### src/rtl/fft_stream_pkg.sv
// Shared stream definitions for the FFT chain: frame size, sample fields and sink state encoding.
package fft_stream_pkg;

  localparam int NSAMP    = 32;
  localparam int AW       = 5;
  localparam int SAMPLE_W = 16;
  localparam int DW       = 2 * SAMPLE_W;

  localparam logic [AW-1:0] LAST_ADDR = AW'(NSAMP - 1);

  typedef enum logic [1:0] {
    ST_IDLE    = 2'd0,
    ST_CAPTURE = 2'd1,
    ST_FLUSH   = 2'd2,
    ST_DONE    = 2'd3
  } sink_state_e;

  function automatic logic signed [SAMPLE_W-1:0] sample_re(input logic [DW-1:0] d);
    return d[DW-1:SAMPLE_W];
  endfunction

  function automatic logic signed [SAMPLE_W-1:0] sample_im(input logic [DW-1:0] d);
    return d[SAMPLE_W-1:0];
  endfunction

endpackage

### src/rtl/fft_mag2.sv
// Two-stage |X|^2 pipe: stage 1 squares re and im, stage 2 sums them; valid and bin index ride along.
module fft_mag2
  import fft_stream_pkg::*;
(
  input  logic                       clk,
  input  logic                       reset,
  input  logic                       in_valid,
  input  logic signed [SAMPLE_W-1:0] in_re,
  input  logic signed [SAMPLE_W-1:0] in_im,
  input  logic [AW-1:0]              in_idx,
  output logic                       out_valid,
  output logic [DW-1:0]              out_mag,
  output logic [AW-1:0]              out_idx
);

  logic signed [DW-1:0] re_ext_s, im_ext_s, re_prod_s, im_prod_s;
  logic [DW-1:0]        re_sq_r, im_sq_r, sum_r;
  logic [AW-1:0]        s1_idx_r, s2_idx_r;
  logic                 s1_valid_r, s2_valid_r;

  // Squares of a 16-bit signed value are at most 2^30, so a 32-bit product never wraps.
  assign re_ext_s  = DW'(in_re);
  assign im_ext_s  = DW'(in_im);
  assign re_prod_s = re_ext_s * re_ext_s;
  assign im_prod_s = im_ext_s * im_ext_s;

  // Stage 1: capture the squares on each accepted beat.
  always_ff @(posedge clk or posedge reset) begin
    if (reset) begin
      s1_valid_r <= 1'b0;
      re_sq_r    <= {DW{1'b0}};
      im_sq_r    <= {DW{1'b0}};
      s1_idx_r   <= {AW{1'b0}};
    end else begin
      s1_valid_r <= in_valid;
      if (in_valid) begin
        re_sq_r  <= re_prod_s;
        im_sq_r  <= im_prod_s;
        s1_idx_r <= in_idx;
      end
    end
  end

  // Stage 2: unsigned sum, peaks at 0x8000_0000 for re=im=-32768.
  always_ff @(posedge clk or posedge reset) begin
    if (reset) begin
      s2_valid_r <= 1'b0;
      sum_r      <= {DW{1'b0}};
      s2_idx_r   <= {AW{1'b0}};
    end else begin
      s2_valid_r <= s1_valid_r;
      if (s1_valid_r) begin
        sum_r    <= re_sq_r + im_sq_r;
        s2_idx_r <= s1_idx_r;
      end
    end
  end

  assign out_valid = s2_valid_r;
  assign out_mag   = sum_r;
  assign out_idx   = s2_idx_r;

endmodule

### src/rtl/fft_frame_sink.sv
// AXI-stream frame sink: captures NSAMP bins into RAM, tracks the peak |X|^2 bin, exposes a sync read port.
// Optional macro FFT_SINK_TLAST_CHECK_EN enables tlast framing checks and early frame end.
module fft_frame_sink
  import fft_stream_pkg::*;
(
  input  logic          clk,
  input  logic          reset,
  input  logic          s_tvalid,
  output logic          s_tready,
  input  logic [DW-1:0] s_tdata,
  input  logic          s_tlast,
  input  logic          arm,
  output logic          busy,
  output logic          done,
  output logic [AW-1:0] peak_idx,
  output logic [DW-1:0] peak_mag,
  output logic          frame_err,
  input  logic [AW-1:0] rd_addr,
  output logic [DW-1:0] rd_data
);

  sink_state_e   state_r, state_s;
  logic [AW-1:0] wr_addr_r, peak_idx_r, mag_idx_s;
  logic [DW-1:0] peak_mag_r, rd_data_r, mag_s;
  logic [DW-1:0] mem_r [NSAMP];
  logic          flush_cnt_r, done_r;
  logic          hs_s, arm_ok_s, last_beat_s, frame_end_s, mag_valid_s;

  assign s_tready    = (state_r == ST_CAPTURE);
  assign busy        = (state_r == ST_CAPTURE) || (state_r == ST_FLUSH);
  assign hs_s        = s_tvalid && s_tready;
  assign arm_ok_s    = arm && ((state_r == ST_IDLE) || (state_r == ST_DONE));
  assign last_beat_s = (wr_addr_r == LAST_ADDR);

`ifdef FFT_SINK_TLAST_CHECK_EN
  logic frame_err_r;

  assign frame_end_s = last_beat_s || s_tlast;

  // Flag tlast on any beat but the last, or its absence on the last beat.
  always_ff @(posedge clk or posedge reset) begin
    if (reset) begin
      frame_err_r <= 1'b0;
    end else if (arm_ok_s) begin
      frame_err_r <= 1'b0;
    end else if (hs_s && (s_tlast != last_beat_s)) begin
      frame_err_r <= 1'b1;
    end
  end

  assign frame_err = frame_err_r;
`else
  logic tlast_unused_s;

  assign tlast_unused_s = s_tlast;
  assign frame_end_s    = last_beat_s;
  assign frame_err      = 1'b0;
`endif

  // Next-state logic; FLUSH holds two cycles so the magnitude pipe drains before DONE.
  always_comb begin
    state_s = state_r;
    case (state_r)
      ST_IDLE, ST_DONE: begin
        if (arm) state_s = ST_CAPTURE;
        else     state_s = state_r;
      end
      ST_CAPTURE: begin
        if (hs_s && frame_end_s) state_s = ST_FLUSH;
        else                     state_s = ST_CAPTURE;
      end
      ST_FLUSH: begin
        if (flush_cnt_r) state_s = ST_DONE;
        else             state_s = ST_FLUSH;
      end
      default: state_s = ST_IDLE;
    endcase
  end

  // State, write pointer, flush counter and sticky done.
  always_ff @(posedge clk or posedge reset) begin
    if (reset) begin
      state_r     <= ST_IDLE;
      wr_addr_r   <= {AW{1'b0}};
      flush_cnt_r <= 1'b0;
      done_r      <= 1'b0;
    end else begin
      state_r     <= state_s;
      flush_cnt_r <= (state_r == ST_FLUSH) ? (flush_cnt_r + 1'b1) : 1'b0;
      done_r      <= (state_r == ST_DONE) && !arm;
      if (arm_ok_s)  wr_addr_r <= {AW{1'b0}};
      else if (hs_s) wr_addr_r <= wr_addr_r + AW'(1'b1);
    end
  end

  fft_mag2 u_mag2 (
    .clk      (clk),
    .reset    (reset),
    .in_valid (hs_s),
    .in_re    (sample_re(s_tdata)),
    .in_im    (sample_im(s_tdata)),
    .in_idx   (wr_addr_r),
    .out_valid(mag_valid_s),
    .out_mag  (mag_s),
    .out_idx  (mag_idx_s)
  );

  // Strict greater-than keeps the lowest index on ties.
  always_ff @(posedge clk or posedge reset) begin
    if (reset) begin
      peak_idx_r <= {AW{1'b0}};
      peak_mag_r <= {DW{1'b0}};
    end else if (arm_ok_s) begin
      peak_idx_r <= {AW{1'b0}};
      peak_mag_r <= {DW{1'b0}};
    end else if (mag_valid_s && (mag_s > peak_mag_r)) begin
      peak_idx_r <= mag_idx_s;
      peak_mag_r <= mag_s;
    end
  end

  // Capture RAM write; contents survive reset.
  always_ff @(posedge clk) begin
    if (hs_s) mem_r[wr_addr_r] <= s_tdata;
  end

  // Registered read port; same-address write returns the old word.
  always_ff @(posedge clk or posedge reset) begin
    if (reset) rd_data_r <= {DW{1'b0}};
    else       rd_data_r <= mem_r[rd_addr];
  end

  assign done     = done_r;
  assign peak_idx = peak_idx_r;
  assign peak_mag = peak_mag_r;
  assign rd_data  = rd_data_r;

endmodule

### config.mk
export PLATFORM = sky130hd
export DESIGN_NAME = fft_frame_sink
export DESIGN_NICKNAME = d
export VERILOG_FILES = /design/src/rtl/fft_stream_pkg.sv /design/src/rtl/fft_mag2.sv /design/src/rtl/fft_frame_sink.sv
export SDC_FILE = /design/constraint.sdc
export NUM_CORES = 2
export LEC_CHECK = 0
export ABC_AREA = 1
export BUFFER_PORTS_ARGS = -buffer_cell sky130_fd_sc_hd__clkbuf_2
export CAP_MARGIN = 20
export CORE_ASPECT_RATIO = 0.8
export CORE_MARGIN = 5
export CORE_UTILIZATION = 40
export CTS_CLUSTER_DIAMETER = 40
export DETAILED_ROUTE_END_ITERATION = 6
export PLACE_DENSITY_LB_ADDON = 0.15
export RECOVER_POWER = 100
export SLEW_MARGIN = 25
export SYNTH_ARGS = -nofsm -noshare
export SYNTH_HDL_FRONTEND = slang
export SYNTH_SLANG_ARGS = --single-unit
### constraint.sdc
create_clock -name clk -period 10.7 [get_ports clk]
set_input_delay 0.535 -clock clk [delete_from_list [all_inputs] [get_ports clk]]
set_output_delay 0.535 -clock clk [all_outputs]
set_load 0.1 [all_outputs]
==> out/metrics.yaml <==
synth_top_area_share_pct: 44.8
clockBufferDepth: 3
synth_seq_area_share_pct: 51.5
slew_violations: 3036
chipWidth_um: 473
grt_pass1_vias: 47813
synth_area_leader_cell: "edfxtp_1"
core_um2: 171000
grt-ovfl-total: 0
rsz0062_at_grt: "no"
layout-drive-gt1-share_pct: 5.18
worstPathRequired_ns: 11.39
yosysWarningCount: 0
critPathMaxFanout: 40
synth_common_cells: "edfxtp_1, nand2_1, inv_1, nor2_1, o21ai_0"
cp-start-kind: "input port"
clkLatencyLatePin_ns: 0.81
fin_crit_sh_pct: 74.6
netlist_area_um2: 68600
grt_pass1_wl_mm: 302
grtUsageTotal_pct: 21.9
dieHeight_um: 380
hp-class: "in2reg"
via_per_inst: 5.28
finalHoldViolCount: 0
period_minus_slack_ns: 7.99
dr.pass1.iters: 6
num_vias: 47515
endpoint_kind: "register"
ios: 115
clk_pin_slew_ns: 0.05
yosys-top-cells-area: "edfxtp_1, fa_1, dfrtp_1"
nNetsFinal: 7339
rows: 136
maxCapViolCount: 77
postCtsSetupRepairBufs: 0
wirelength_mm: 196
antenna_found_initial: 5
critical_path_class: "in2reg"
clock_sinks: 1208
syn_avg_cell_area_um2: 10.5
synth_seq_cells: 1208
cts-htree-levels: 4
wl_per_cell_um: 21.8
grt_max_degree: 186
clock.fmax_mhz: 125
port_buffers: 112
syn_inst: 6536
ant_nets: 0
relSlewSlack_pct: -176
yosysMostFrequentCell: "edfxtp_1"
synth_edf_count: 1024
drcViolationCount: 0
synth-async-reset-ratio_pct: 15.2
place_ws_ns: 3.52
status: "complete, but fails checks"
syn_to_final_growth_pct: 12.0
syn_nets: 7295
violations: "max-capacitance violations, max-slew violations"
setup_viol: 0
worstPathArrival_ns: 8.67
fill_cells: 16332
cts_inserted_buffers: 161
routabilityCongestion: 0.885
clock_skew_ns: 0.0774
synthFlopType: "edfxtp_1"
setup_slack_ns: 2.71
dieArea_um2: 180000
synth.distinct_cells: 41
dr.first_iter.drc_count: 4113
final_util_pct: 44.9
start_util_pct: 40.1
tightest_slew_ns: 4.12
fin_tns_setup_ns: 0
hpwl_mm: 121
cts_root_buf: "clkbuf_16"
tritoncts: "yes"
## layout by cell type, fill, tap and decap left out, types with 77 or more instances in the layout
cell type | Yosys | final
edfxtp_1 | 1024 | 1024
nand2_1 | 1021 | 1021
inv_1 | 966 | 964
nor2_1 | 718 | 698
o21ai_0 | 637 | 649
fa_1 | 469 | 469
nand3_1 | 292 | 292
ha_1 | 248 | 248
o221ai_1 | 190 | 190
dfrtp_1 | 184 | 184
clkbuf_1 | 228 | 181
clkbuf_16 | 0 | 162
a21oi_1 | 130 | 130
nand4_1 | 77 | 77
## metrics by stage
step                instances  cell area, um^2  hold WS, ns
floorplan                6536            68600        0.352
global placement         8692            71600        0.413
detailed placement       8692            71600        0.418
CTS                      8993            77300        0.187
global route             8994            76800        0.326
finish                   8994            76800        0.344
## worst paths after layout
check | start | slack [ns] | endpoint | cells past startpoint
min reg2reg | flush_cnt_r | 0.42 | flush_cnt_r | 1
max | s_tdata[15] | 2.71 | u_mag2.im_sq_r[30] | 22
max in group asynchronous | reset | 4.72 | rd_data[26] | 5
min | s_tvalid | 0.34 | u_mag2.re_sq_r[30] | 4
max reg2reg | state_r[1] | 3.10 | mem_r[27][22] | 8
min in group asynchronous | reset | 1.51 | rd_data[16] | 3
## cell families after synthesis
kind of cell / share of synthesized area, %
AO/OA/AOI/OAI: 9.27
XOR/XNOR: 0.639
adder cells (fa/ha/maj): 18.2
buffers and inverters: 7.44
flip-flops: 51.5
other: 0.00547
AND/OR/NAND/NOR: 12.9
## layout make-up
cell class                      count  area [um^2]  share of cell area, %
Antenna cell                        1         2.50                0.00326
Clock buffer                      187         4200                   5.46
Clock inverter                    112         1510                   1.96
Inverter                          972         3680                   4.79
Multi-Input combinational cell   4029        28300                   36.8
Sequential cell                  1208        35400                   46.0
Tap cell                         2277         2850                   3.71
Timing Repair Buffer              208          950                   1.24
## layer usage
metal  share of wire (%)  track usage [%]  vias up
met3                 5.7             2.47      212
met5                   0                0        -
met4                 1.9             4.88        0
li1                    -                -    21988
met1                  49             33.9    23912
met2                  44             33.1     1403
## flip-flops by register name (all words and copies together) (netlist names)
name               count
rd_data               32
u_mag2.out_mag        32
peak_mag              32
wr_addr_r              5
u_mag2.im_sq_r        31
done                   1
flush_cnt_r            1
mem_r               1024
state_r                2
peak_idx               5
u_mag2.s1_idx_r        5
u_mag2.out_valid       1
u_mag2.out_idx         5
u_mag2.s1_valid_r      1
u_mag2.re_sq_r        31
## repair_timing
item / 4_1_cts / 5_1_grt
hold buffers: 2 / 0
hold endpoints to repair: 85 / 0
gates resized for setup: 0 / 0
## critical path, stage by stage
cell	delay (ns)
clkbuf_1	0.83
clkbuf_1	1.49
nand2_1	0.33
inv_1	0.24
fa_1	0.60
fa_1	0.94
fa_1	0.53
fa_1	0.51
fa_1	0.49
inv_1	0.05
fa_1	0.47
inv_1	0.04
ha_1	0.36
a21oi_1	0.25
o21ai_0	0.15
nand2_1	0.08
nand2_1	0.05
a21oi_1	0.27
nand2_1	0.09
nand2_1	0.07
nand3_1	0.07
nand2_1	0.16
Power is left out: the tool's default activity adds up to more than one toggle a clock period on the data nets, which glitch-free logic cannot reach.
